### src/rtl/sw_input_port_pkg.sv
// sw_input_port_pkg
//   Shared defaults for the switch input port and the operation
//   encoding used by its holding register.
package sw_input_port_pkg;

    localparam int unsigned DATA_WIDTH_DEF      = 16;
    localparam int unsigned SW_WIDTH_DEF        = 4;
    localparam int unsigned DEBOUNCE_CYCLES_DEF = 4;

    // What the holding register does on a given edge.
    typedef enum logic [1:0] {
        HOLD_KEEP,     // nothing changes
        HOLD_LOAD,     // capture switches, register becomes/stays full
        HOLD_CONSUME,  // CPU took the value, register empties
        HOLD_DROP      // press arrived while full and unacknowledged
    } hold_op_e;

endpackage

### src/rtl/sw_debounce.sv
// sw_debounce
//   Two-flop synchroniser, stability counter and press pulse for one
//   raw push-button.
// Ports
//   clk      in  block clock
//   rst      in  synchronous reset, active-high
//   btn_i    in  raw asynchronous button level, active-high
//   press_o  out one-cycle pulse, valid on the edge where a debounced
//                release->press transition is accepted
module sw_debounce #(
    parameter int unsigned DEBOUNCE_CYCLES = 4
) (
    input  logic clk,
    input  logic rst,
    input  logic btn_i,
    output logic press_o
);

    localparam int unsigned CW = $clog2(DEBOUNCE_CYCLES);
    localparam logic [CW-1:0] CNT_LAST = CW'(DEBOUNCE_CYCLES - 1);

    logic          s1_q, s2_q;
    logic [1:0]    vld_q;
    logic [CW-1:0] cnt_q, cnt_d;
    logic          db_q, db_d;
    logic          armed_q, armed_d;
    logic          accept;

    always_comb begin
        cnt_d   = '0;
        db_d    = db_q;
        accept  = (s2_q != db_q) && (cnt_q == CNT_LAST);
        if (s2_q != db_q) begin
            if (accept) begin
                db_d = s2_q;
            end else begin
                cnt_d = cnt_q + CW'(1);
            end
        end
        // Arm only once a genuinely synchronised low level is seen; vld_q
        // marks when the synchroniser no longer holds reset values. This
        // keeps a button held through reset from producing a capture.
        armed_d = armed_q | (vld_q[1] & ~s2_q);
        press_o = accept & s2_q & armed_q;
    end

    always_ff @(posedge clk) begin
        if (rst) begin
            s1_q    <= 1'b0;
            s2_q    <= 1'b0;
            vld_q   <= '0;
            cnt_q   <= '0;
            db_q    <= 1'b0;
            armed_q <= 1'b0;
        end else begin
            s1_q    <= btn_i;
            s2_q    <= s1_q;
            vld_q   <= {vld_q[0], 1'b1};
            cnt_q   <= cnt_d;
            db_q    <= db_d;
            armed_q <= armed_d;
        end
    end

endmodule

### src/rtl/sw_input_port.sv
// sw_input_port
//   Input-side peripheral for the CPU "in" operand. Synchronises the
//   switches, debounces the load button, and on each press latches the
//   switches into a one-entry holding register offered to the CPU with a
//   valid/ack handshake. A press that finds the register full and not
//   being acknowledged is dropped and flagged as a sticky overrun.
// Ports
//   clk       in  block clock
//   rst       in  synchronous reset, active-high
//   sw        in  raw asynchronous switch levels
//   btn       in  raw asynchronous load button, active-high
//   in_ack    in  single-cycle pulse: CPU consumes the held value
//   in_valid  out holding register full
//   in_data   out zero-extended held switch value, stable while valid
//   overrun   out sticky dropped-press flag, cleared only by rst
module sw_input_port
    import sw_input_port_pkg::*;
#(
    parameter int unsigned DATA_WIDTH      = DATA_WIDTH_DEF,
    parameter int unsigned SW_WIDTH        = SW_WIDTH_DEF,
    parameter int unsigned DEBOUNCE_CYCLES = DEBOUNCE_CYCLES_DEF
) (
    input  logic                  clk,
    input  logic                  rst,
    input  logic [SW_WIDTH-1:0]   sw,
    input  logic                  btn,
    input  logic                  in_ack,
    output logic                  in_valid,
    output logic [DATA_WIDTH-1:0] in_data,
    output logic                  overrun
);

    logic [SW_WIDTH-1:0]   sw1_q, sw2_q;
    logic                  press;
    logic                  full_q, full_d;
    logic [DATA_WIDTH-1:0] data_q, data_d;
    logic                  ovr_q, ovr_d;
    hold_op_e              op;

    sw_debounce #(
        .DEBOUNCE_CYCLES(DEBOUNCE_CYCLES)
    ) u_btn_db (
        .clk    (clk),
        .rst    (rst),
        .btn_i  (btn),
        .press_o(press)
    );

    always_comb begin
        op = HOLD_KEEP;
        if (press) begin
            // An ack on the press edge frees the slot, so the new value loads.
            op = (full_q && !in_ack) ? HOLD_DROP : HOLD_LOAD;
        end else if (full_q && in_ack) begin
            op = HOLD_CONSUME;
        end

        full_d = full_q;
        data_d = data_q;
        ovr_d  = ovr_q;
        case (op)
            HOLD_LOAD: begin
                data_d = DATA_WIDTH'(sw2_q);
                full_d = 1'b1;
            end
            HOLD_CONSUME: full_d = 1'b0;
            HOLD_DROP:    ovr_d  = 1'b1;
            HOLD_KEEP:    ;
        endcase
    end

    always_ff @(posedge clk) begin
        if (rst) begin
            sw1_q  <= '0;
            sw2_q  <= '0;
            full_q <= 1'b0;
            data_q <= '0;
            ovr_q  <= 1'b0;
        end else begin
            sw1_q  <= sw;
            sw2_q  <= sw1_q;
            full_q <= full_d;
            data_q <= data_d;
            ovr_q  <= ovr_d;
        end
    end

    assign in_valid = full_q;
    assign in_data  = data_q;
    assign overrun  = ovr_q;

endmodule

### config.mk
export PLATFORM = sky130hd
export DESIGN_NAME = sw_input_port
export DESIGN_NICKNAME = d
export VERILOG_FILES = /design/src/rtl/sw_input_port_pkg.sv /design/src/rtl/sw_debounce.sv /design/src/rtl/sw_input_port.sv
export SDC_FILE = /design/constraint.sdc
export NUM_CORES = 1
export LEC_CHECK = 0
export ABC_AREA = 1
export CAP_MARGIN = 20
export CORE_ASPECT_RATIO = 0.7
export CORE_UTILIZATION = 45
export DETAILED_ROUTE_END_ITERATION = 10
export DONT_BUFFER_PORTS = 1
export PLACE_DENSITY_LB_ADDON = 0.15
export SLEW_MARGIN = 10
export SYNTH_ARGS = -nofsm -noshare
export SYNTH_HDL_FRONTEND = slang
export SYNTH_SLANG_ARGS = --single-unit
### constraint.sdc
create_clock -name clk -period 1.2 [get_ports clk]
set_input_delay 0.12 -clock clk [delete_from_list [all_inputs] [get_ports clk]]
set_output_delay 0.12 -clock clk [all_outputs]
set_load 0.02 [all_outputs]
---- Yosys cells after proc, flatten, opt, wreduce, memory -nomap -nowiden ----
Cells that the tools add are included.
word-level totals
  register bits after elaboration ......... 22
  bits of input ports ..................... 8
  output and inout bits ................... 18
  word-level logic and storage cells ...... 36
cells by class
  add/subtract/negate cells ............... 1
  eq/ne operators ......................... 5
  multiplexer cells ....................... 5
  bitwise operators ....................... 6
  reduce and logical (&&, ||, !) cells .... 7
operators with widths
  kind                 count
  $eq 2x2->1 const B   3
  $mux 2               3
  $and 1x1->1          3
  $logic_and 1x1->1    3
  $reduce_or 3->1      1
  $add 2x1->2 const B  1
  $eq 2x1->1 const B   1
  $not 1->1            2
  $pmux 1 s2           1
  $reduce_and 2->1     1
  $reduce_bool 2->1    1
  $logic_not 1->1      1
  $mux 1               1
  $ne 1x1->1           1
  $or 1x1->1           1

---- Depth between registers and ports, before layout ----
Gate-level depths: netlist of the first run.
  depth after elaboration ................. 7
  mapped depth ............................ 7
  gate-level depth less buffers ........... 7

---- Hierarchy ----
Synthesis of the first run repeated with hierarchy kept, for this count alone.
unflattened totals
  cells, all modules ...................... 105
  area, all modules ....................... 830.8 µm²
by module, submodules not included
  module         instances  cells an instance  area each (µm²)  sequential area each (µm²)
  sw_input_port  1          73                 568.0            280.3
  sw_debounce    1          32                 262.8            160.2

---- Worst setup path after synthesis of the first run ----
No wires, ideal clock.
  path kind ............................... reg2reg
  start ................................... reg u_btn_db.cnt_q[0]
  end ..................................... reg data_q[0] (netlist: in_data[0])
  library setup time ...................... 0.110 ns
  arrival time ............................ 0.863 ns
  required time ........................... 1.090 ns
  path slack .............................. 0.228 ns
  stages on the path, launching flop included .. 7
  buffers on the path ..................... 0
  clock period less this slack ............ 0.972 ns
  path through ............................ dfxtp_1 -> ha_1 -> nand2_2 -> nor2_2 -> nand3_1 -> nand2_1 -> nor2_1
between the ends
  word-level cells in the longest chain between the ends .. 6
RTL lines
  element                    RTL line             RTL
  start: declaration         sw_debounce.sv:24    logic [CW-1:0] cnt_q, cnt_d;
  start signal: assignment   sw_debounce.sv:59    cnt_q <= cnt_d;
  $eq 2x2->1                 sw_debounce.sv:32    accept = (s2_q != db_q) && (cnt_q == CNT_LAST);
  $logic_and 1x1->1          sw_debounce.sv:32
  $and 1x1->1 (2 in series)  sw_debounce.sv:44    press_o = accept & s2_q & armed_q;
  $mux 2                     sw_input_port.sv:51  if (press) begin
  $eq 2x1->1                 sw_input_port.sv:61  case (op)
  end signal: assignment     sw_input_port.sv:83  data_q <= data_d;
  end: declaration           sw_input_port.sv:36  logic [DATA_WIDTH-1:0] data_q, data_d;
Every way passes these cells.
A chain may end at the register's enable or synchronous reset.

---- Worst setup path after layout of the first run ----
  start ................................... reg u_btn_db.cnt_q[0]
  end ..................................... reg data_q[3] (netlist: in_data[3])
Same word-level chain as after synthesis.

==> key figures, run 1 <==
Status
  – Status: completed

Synth
  – Mapped Avg Cell Area: 7.74 um^2
  – Post-Syn Area: 882 um^2
  – Cells after Synth: 114
  – Largest family of logic cells by synthesized area: buffers and inverters
  – Post-Synth XOR/XNOR Area: 0
  – Area share of fa/ha/maj cells after synthesis: 0.0142
  – Cell variety after synth: 17
  – Multiplexer share of the synthesized area: 0
  – Top cell type's share of synthesized area: 0.499
  – Synth area leaders: dfxtp_1, inv_1, buf_4
  – Synth Register Bits: 22
  – Post-Synth Simple-Gate Area: 0.216
  – Largest area contributor in the netlist: dfxtp_1
  – Synth warn: 0
  – Synth Area in Compound Gates: 0.0227
  – Register area share after synthesis: 0.499

Timing
  – Final Hold Fails: 0
  – Fin. max-slew vios: 0
  – Minimum clock period: 1.07 ns
  – Clock Skews: 0.00107 ns
  – Maximum clock rate: 935 MHz
  – Final period utilization: 0.892
  – RSZ-0062 raised after global routing: false
  – Sum Neg Setup Slack: 0 ns
  – # setup viols final: 0
  – Final WS setup: 0.130 ns

Worst hold path
  – Worst hold start: in_ack
  – Hold-critical path depth: 3
  – Hold Path Sink: in_valid$_SDFFE_PP0P_
  – HP Class: primary input to flop

Clocking
  – Clock slew at reported path FFs: 0.12 ns
  – CTS tree: yes
  – Clock Path Buffers: 2
  – Clk_lat worst skew: 0.30 ns
  – Clock sink count: 22
  – H-tree depth: 1
  – CTS root buf: clkbuf_4
  – Inserted Clock Buffers: 3

Flow run
  – Max cap viols: 0

Setup path
  – Worst r2r src: u_btn_db.cnt_q[0]$_SDFF_PP0_
  – CP cell instances: ha_1 > nand2_2 > nor2_2 > nand3_1 > nand2_1 > nor2_1
  – RR Endpoint: in_data[3]$_SDFFE_PP0N_
  – Crit path DAT: 1.29 ns
  – CP startpoint kind: flop
  – Critical Path RT: 1.42 ns
  – Worst path max stage delay: 0.36 ns
  – Critical path endpoint category: flop
  – Reg2reg path depth: 6
  – R2R Setup Slk: 0.13 ns
  – Worst path top cell family by delay: simple AND/OR/NAND/NOR gates
  – WS Path Type: flop to flop
  – Bufs and invs on worst path: 0
  – WP depth: 6
  – Crit Path Max Fanout: 4
  – Slowest CP cell: dfxtp_1

Global routing
  – Vias in the first global route: 508
  – Gr busiest metal: met2
  – Largest net degree at the start of global routing: 14
  – Met2 Usage GRT: 0.241
  – GR Util met1: 0.175
  – First-pass GRT wire length: 2.09 mm
  – Met3 GRT Util: 0.0863
  – GRT Total Usage: 0.152
  – Grt total ovfl: 0
  – Initial antenna violation count: 0

Detailed routing
  – DRC Markers: 0
  – Routed len/inst: 8.33 um
  – DRT iter0 DRCs: 9
  – Final WL: 1.21 mm
  – Via-per-instance ratio: 4.02
  – Routed Antenna Nets: 0
  – Via count: 583
  – Pre-antenna DRT Iters: 3

Layout
  – Layout fillers: 180
  – N_diodes: 0
  – Net count, final: 134
  – Design area: 987 um^2
  – Non-filler cells, final: 145
  – Commonest non-fill, non-tap cell in the layout: inv_1
  – P&R area growth vs syn: 11.9%
  – Commonest non-fill, non-tap cells in the layout: inv_1, dfxtp_1, nor2_1
  – Share of layout cells above drive strength 1: 0.0887

Die
  – Ports: 26
  – Core Region: 1710 um^2
  – DIE AREA: 2140 um^2
  – Die Y: 39.0 um
  – # rows: 12
  – Die width: 54.9 um
  – Initial Util: 0.515

Power
  – Internal power: 1.12 mW
  – Leak: 0.491 nW
  – VDD IR max: 0.00106 V
  – Final Power: 1.41 mW
  – Logic pwr share: 0.066
  – Clock share of power: 0.395
  – Switch Pwr: 290 uW
  – Power per Cell Area: 1430 nW/um^2
  – Part of the power in registers: 0.539
  – Sw Ratio: 0.206

Placement
  – Port buffer count: 0
  – Placed Instances: 134
  – Final HPWL DP: 795 um
  – Gpl congestion: 0.795
  – Placement Cell Area: 862 um^2
  – Place WS: 0.144 ns
[power groups by stage]
| stage | clock network [mW] | registers [mW] | logic, mW |
|---|---|---|---|
| finish | 0.557 | 0.759 | 0.0928 |
| global route | 0.612 | 0.762 | 0.107 |
| CTS | 0.577 | 0.760 | 0.0920 |
| detailed placement | 0 | 0.776 | 0.0690 |
| global placement | 0 | 0.776 | 0.0687 |
| floorplan | 0 | 0.775 | 0.0983 |
[state kept, by name, summed over array words and instances, names as in the netlist]
signal            cells
u_btn_db.s1_q         1
in_valid              1
u_btn_db.cnt_q        2
u_btn_db.db_q         1
sw2_q                 4
in_data               4
overrun               1
u_btn_db.s2_q         1
u_btn_db.vld_q        2
u_btn_db.armed_q      1
sw1_q                 4
[metal layers]
metal	vias up	part of all wire
li1	320	-
met5	-	0
met4	0	0.0066
met1	240	0.50
met2	21	0.42
met3	2	0.076
[worst register-to-register path, delay by kind of cell (launching register included)]
family / cells / cell delay, ns
and+or+nand+nor: 5 / 0.45
DFF: 1 / 0.36
adders and majority gates: 1 / 0.18
[logic make-up after synthesis]
group | Yosys count
compound gates | 4
fa+ha+maj | 1
buf+inv | 45
flops | 22
other cells | 1
simple gates | 41
[layout make-up]
| cell class | instances | area [um^2] | area share |
|---|---|---|---|
| Timing Repair Buffer | 8 | 80.1 | 0.0811 |
| Sequential cell | 22 | 440 | 0.446 |
| Tap cell | 21 | 26.3 | 0.0266 |
| Clock buffer | 3 | 22.5 | 0.0228 |
| Inverter | 32 | 120 | 0.122 |
| Multi-Input combinational cell | 58 | 268 | 0.271 |
| Clock inverter | 1 | 30.0 | 0.0304 |
[per-stage QoR]
stage	hold WS, ns	util
2_1_floorplan	0.189	-
3_3_place_gp	0.191	0.504
3_5_place_dp	0.195	0.504
4_1_cts	0.0789	0.575
5_1_grt	0.0924	0.577
6_report	0.0948	0.577
[worst max-delay path by stage]
| stage | startpoint | to | slack [ns] |
|---|---|---|---|
| after detailed placement | u_btn_db.cnt_q[0]$_SDFF_PP0_ | in_data[1]$_SDFFE_PP0N_ | 0.14 |
| after CTS | rst | u_btn_db.cnt_q[1]$_SDFF_PP0_ | 0.002 |
| after global placement | u_btn_db.cnt_q[0]$_SDFF_PP0_ | in_data[2]$_SDFFE_PP0N_ | 0.17 |
| final | u_btn_db.cnt_q[0]$_SDFF_PP0_ | in_data[3]$_SDFFE_PP0N_ | 0.13 |
| after global routing | u_btn_db.cnt_q[0]$_SDFF_PP0_ | in_data[3]$_SDFFE_PP0N_ | 0.009 |
| after floorplan | u_btn_db.cnt_q[0]$_SDFF_PP0_ | in_data[0]$_SDFFE_PP0N_ | 0.23 |
[cell usage after synthesis, drive strengths merged]
library cell	number
o21ai	1
nand3	6
nor2	19
conb	1
dfxtp	22
ha	1
inv	32
nand3b	1
a21oi	3
nand2	14
buf	13
nand4	1
[timing repair]
item                                    4_1_cts  5_1_grt
buffers inserted                              0        0
gates resized for setup                       0        1
hold endpoints to repair                     16        0
hold buffers                                  7        0
endpoints found under the setup margin        0        3
(Power assumes the default switching activity.)
==> run 2: changes to the inputs <==
- CORE_MARGIN: not set -> 5
- clock period: 1.2 -> 1.1 ns (I/O delays scaled with it)
==> run 2 against run 1 <==
Clock skew increased by 0.0037 ns; utilization decreased by 0.46 points; worst setup slack got worse by 0.078 ns; wire length increased by 18%; final cell count increased by 4.8%; register-to-register slack got worse by 0.08 ns; non-clock buffer count increased by 6; maximum frequency increased by 2.1%; die area increased by 38%; combinational power increased by 12%.
==> key figures, run 2 (same netlist as run 1, synthesis figures left out) <==
Detailed routing
  – Via-per-instance ratio: 4.07
  – Final WL: 1.43 mm
  – Via count: 619
  – DRC Markers: 0
  – Pre-antenna DRT Iters: 4
  – Routed Antenna Nets: 0
  – Routed len/inst: 9.39 um
  – DRT iter0 DRCs: 10

Layout
  – P&R area growth vs syn: 20.3%
  – Multi-input logic area: 290 um^2
  – Post-layout util: 0.572
  – Share of layout cells above drive strength 1: 0.146
  – N_diodes: 0
  – Seq. cell area: 443 um^2
  – Commonest non-fill, non-tap cell in the layout: inv_1
  – Layout fillers: 183
  – Commonest non-fill, non-tap cells in the layout: inv_1, dfxtp_1, nor2_1
  – Net count, final: 140
  – Non-filler cells, final: 152

Placement
  – Gpl congestion: 0.731
  – Place WS: 0.00864 ns
  – Port buffer count: 0
  – Final HPWL DP: 918 um
  – Placed Instances: 140

Setup path
  – Crit Path Max Fanout: 1
  – Worst path top cell family by delay: buffers and inverters
  – RR Endpoint: sw2_q[2]$_SDFF_PP0_
  – R2R Setup Slk: 0.05 ns
  – WS Path Type: flop to flop
  – Reg2reg path depth: 3
  – Worst path max stage delay: 0.55 ns
  – Slowest CP cell: dlygate4sd3_1
  – Bufs and invs on worst path: 2
  – CP startpoint kind: flop
  – CP cell instances: inv_1 > nor2_1 > dlygate4sd3_1
  – Critical Path RT: 1.31 ns
  – Worst r2r src: sw1_q[2]$_SDFF_PP0_
  – Crit path DAT: 1.26 ns
  – Critical path endpoint category: flop

Clocking
  – Clock slew at reported path FFs: 0.12 ns
  – Clk_lat worst skew: 0.31 ns
  – Inserted Clock Buffers: 3
  – Clock sink count: 22
  – Setup Buffers After CTS: 0
  – CTS root buf: clkbuf_4
  – Clock Path Buffers: 2
  – CTS tree: yes
  – H-tree depth: 1

Global routing
  – First-pass GRT wire length: 2.29 mm
  – GR Util met1: 0.129
  – Initial antenna violation count: 0
  – Met2 Usage GRT: 0.151
  – Gr busiest metal: met2
  – GRT Total Usage: 0.106
  – Grt total ovfl: 0
  – Vias in the first global route: 528
  – Largest net degree at the start of global routing: 14
  – Met3 GRT Util: 0.0550

Timing
  – Final period utilization: 0.953
  – Maximum clock rate: 954 MHz
  – Minimum clock period: 1.05 ns
  – Fin. max-slew vios: 0
  – Clock Skews: 0.00478 ns
  – # setup viols final: 0
  – Final WS setup: 0.0520 ns
  – Final Hold Fails: 0
  – Hold_ws: 0.0899 ns

Die
  – Initial Util: 0.476
  – Die Y: 47.0 um
  – Die width: 62.9 um
  – DIE AREA: 2960 um^2
  – Core Region: 1850 um^2
  – # rows: 13
  – Ports: 26

Worst hold path
  – HP Class: primary input to flop
  – Worst hold start: in_ack
  – Hold Path Sink: in_valid$_SDFFE_PP0P_
  – Hold-critical path depth: 3

Status
  – Status: completed

Power
  – Leak: 0.538 nW
  – Power per Cell Area: 1460 nW/um^2
  – VDD IR max: 0.000876 V

Flow run
  – Max cap viols: 0
[run 2: changes by cell type in the layout (fill, tap and decap cells not counted), sizes merged]
cell and delta:
dlygate4sd3 +1, buf +5
[run 2: timing repair]
action	in CTS	in global routing
resized for setup	1	6
setup endpoints to repair	2	10
endpoints found under the hold margin	16	0
hold buffers	8	0
[run 2: per-layer routing]
layer / vias up / share of wire
li1: 329 / -
met1: 263 / 0.44
met2: 25 / 0.44
met3: 2 / 0.10
met4: 0 / 0.013
met5: - / 0
[run 2: how the worst max path moves through the flow]
stage	slack, ns	end	cells after the start	from
finish	0.05	sw2_q[2]$_SDFF_PP0_	3	sw1_q[2]$_SDFF_PP0_
CTS	0.001	u_btn_db.db_q$_SDFFE_PP0P_	4	rst
floorplan	0.13	in_data[0]$_SDFFE_PP0N_	6	u_btn_db.cnt_q[0]$_SDFF_PP0_
global route	-0.02	in_data[1]$_SDFFE_PP0N_	7	u_btn_db.cnt_q[1]$_SDFF_PP0_
detailed placement	0.009	in_data[0]$_SDFFE_PP0N_	6	u_btn_db.cnt_q[0]$_SDFF_PP0_
global placement	0.06	in_data[0]$_SDFFE_PP0N_	6	u_btn_db.cnt_q[0]$_SDFF_PP0_
[run 2: worst reg2reg max path, cell delays in order, from the launching register on]
cell and delay [ns]:
dfxtp_2 0.33, inv_1 0.04, nor2_1 0.03, dlygate4sd3_1 0.55
[run 2: area by class of cell]
cell class	count	share of cell area
clock inverter	1	0.0283
multi-input combinational	58	0.274
sequential	22	0.417
inverter	32	0.113
timing repair buffer	14	0.120
clock buffer	3	0.0212
tap	22	0.0259
[run 2: per-stage QoR]
stage          TNS (ns)  area (um^2)  power [mW]
3_5_place_dp          0          901       0.922
5_1_grt         -0.0706         1060        1.62
6_report              0         1060        1.54
3_3_place_gp          0          901       0.921
4_1_cts               0         1040        1.57
2_1_floorplan         0          923       0.952
[run 2: report_power, final]
| group | internal (mW) | switching [mW] | total [mW] |
|---|---|---|---|
| Clock | 0.369 | 0.242 | 0.610 |
| Combinational | 0.0336 | 0.0702 | 0.104 |
| Sequential | 0.822 | 0.00873 | 0.830 |
==> run 3: changes to the inputs <==
- CORE_ASPECT_RATIO: 0.7 -> not set
- CORE_UTILIZATION: 45 -> 55
==> run 3 against run 2 <==
Worst setup slack better by 0.0097 ns; non-clock buffer count grew 2; critical path type unchanged; via count increased by 1.5%; largest power group unchanged; final cell count is 2.6% lower; sequential share of layout area rose by 0.15 points; wire length unchanged; hold slack improved by 0.022 ns; largest cell class unchanged; combinational power rose by 4%; utilization up 13 points.
==> key figures, run 3 (same netlist as run 1, synthesis figures left out) <==
Status
  – Status: completed

Layout
  – Share of layout cells above drive strength 1: 0.144
  – Design area: 1060 um^2
  – Commonest non-fill, non-tap cells in the layout: inv_1, dfxtp_1, nor2_1
  – P&R area growth vs syn: 19.9%
  – Net count, final: 142
  – N_diodes: 0
  – Non-filler cells, final: 148
  – Post-layout util: 0.702
  – Commonest non-fill, non-tap cell in the layout: inv_1

Setup path
  – Worst r2r src: u_btn_db.cnt_q[1]$_SDFF_PP0_
  – Critical Path RT: 1.35 ns
  – Crit path DAT: 1.28 ns
  – Critical path endpoint category: flop
  – Crit path from: u_btn_db.cnt_q[1]$_SDFF_PP0_
  – WS Path Type: flop to flop
  – Crit Path Max Fanout: 5
  – CP startpoint kind: flop

Die
  – Die Y: 50.0 um
  – DIE AREA: 2500 um^2
  – Core Region: 1510 um^2
  – Initial Util: 0.586
  – Die width: 50.0 um
  – # rows: 14
  – Ports: 26

Power
  – Part of the power in registers: 0.607
  – Power per Cell Area: 1290 nW/um^2
  – Switch Pwr: 308 uW
  – Sw Ratio: 0.225
  – Clock share of power: 0.314
  – Logic pwr share: 0.079
  – Internal power: 1.06 mW
  – Leak: 0.544 nW
  – VDD IR max: 0.000933 V

Worst hold path
  – HP Class: primary input to flop
  – Worst hold start: in_ack

Timing
  – Clock Skews: 0.00113 ns
  – Minimum clock period: 1.04 ns
  – # setup viols final: 0
  – Maximum clock rate: 963 MHz
  – Sum Neg Setup Slack: 0 ns
  – Fin. max-slew vios: 0
  – Final Hold Fails: 0
  – Final WS setup: 0.0617 ns
  – Final period utilization: 0.944

Detailed routing
  – Routed Antenna Nets: 0
  – Final WL: 1.43 mm
  – DRC Markers: 0
  – Pre-antenna DRT Iters: 4
  – Routed len/inst: 9.64 um
  – Via-per-instance ratio: 4.24
  – DRT iter0 DRCs: 12
  – Via count: 628

Placement
  – Gpl congestion: 0.690
  – Placement Cell Area: 886 um^2
  – Placed Instances: 133
  – Port buffer count: 0
  – Final HPWL DP: 878 um
  – Place WS: 0.0393 ns

Global routing
  – Initial antenna violation count: 0
  – Largest net degree at the start of global routing: 13
  – GRT Total Usage: 0.114
  – Grt total ovfl: 0
  – Vias in the first global route: 527
  – First-pass GRT wire length: 2.17 mm

Clocking
  – CTS tree: yes
  – CTS root buf: clkbuf_4
  – Clk_lat worst skew: 0.30 ns
  – H-tree depth: 1
  – Clock slew at reported path FFs: 0.11 ns
  – Clock sink count: 22
  – Clock Path Buffers: 2
  – Inserted Clock Buffers: 3

Flow run
  – Max cap viols: 0
-- run 3: cell count changes in the layout (fill, tap and decap cells not counted), sizes merged --
cell | previous run | this run
bufinv | 1 | 0
clkbuf | 3 | 4
dlygate4sd3 | 7 | 9
-- run 3: worst max-delay path: stages, from the launching register on --
cell and delay (ns):
dfxtp_1 0.37, ha_4 0.16, nand2_4 0.07, inv_2 0.09, nand3_4 0.10, nand2_1 0.08, inv_1 0.04, nor2_1 0.08
-- run 3: layout make-up --
type,instances,area (um^2)
clock buffers,4,36.3
repair buffers,16,148
well taps,16,20.0
inverters,32,120
fillers,136,449
flip-flops and latches,22,443
multi-input cells,58,290
-- run 3: timing repair --
item,CTS,global route
setup buffers,0,1
gates resized for setup,0,7
hold buffers,10,0
hold endpoints to repair,16,0
endpoints found under the setup margin,0,7
-- run 3: power by group through the flow --
stage	Clock (mW)	Sequential (mW)	Combinational (mW)
finish	0.430	0.830	0.108
global route	0.495	0.834	0.121
CTS	0.451	0.829	0.103
detailed placement	0	0.847	0.0745
global placement	0	0.846	0.0737
floorplan	0	0.845	0.107
-- run 3: path summary, 6_finish.rpt --
kind                                  end  slack, ns  cells past startpoint
min reg2reg  u_btn_db.vld_q[1]$_SDFF_PP0_       0.41                      2
max               in_data[2]$_SDFFE_PP0N_       0.06                      7
max reg2reg       in_data[2]$_SDFFE_PP0N_       0.06                      7
min                 in_valid$_SDFFE_PP0P_       0.11                      3
-- run 3: metrics by stage --
stage / hold WS, ns / total power [mW]
after floorplan: 0.179 / 0.952
after global placement: 0.180 / 0.920
after detailed placement: 0.183 / 0.922
after CTS: 0.0825 / 1.38
after global routing: 0.124 / 1.45
final: 0.112 / 1.37
-- run 3: routing by layer --
layer,share of wire,global-route usage,up-vias,routed length (um)
met5,0,0,-,0
met4,0.0084,0.0786,0,12
met3,0.076,0.0422,2,109
met2,0.52,0.182,27,742
met1,0.39,0.121,264,561
li1,-,-,335,-
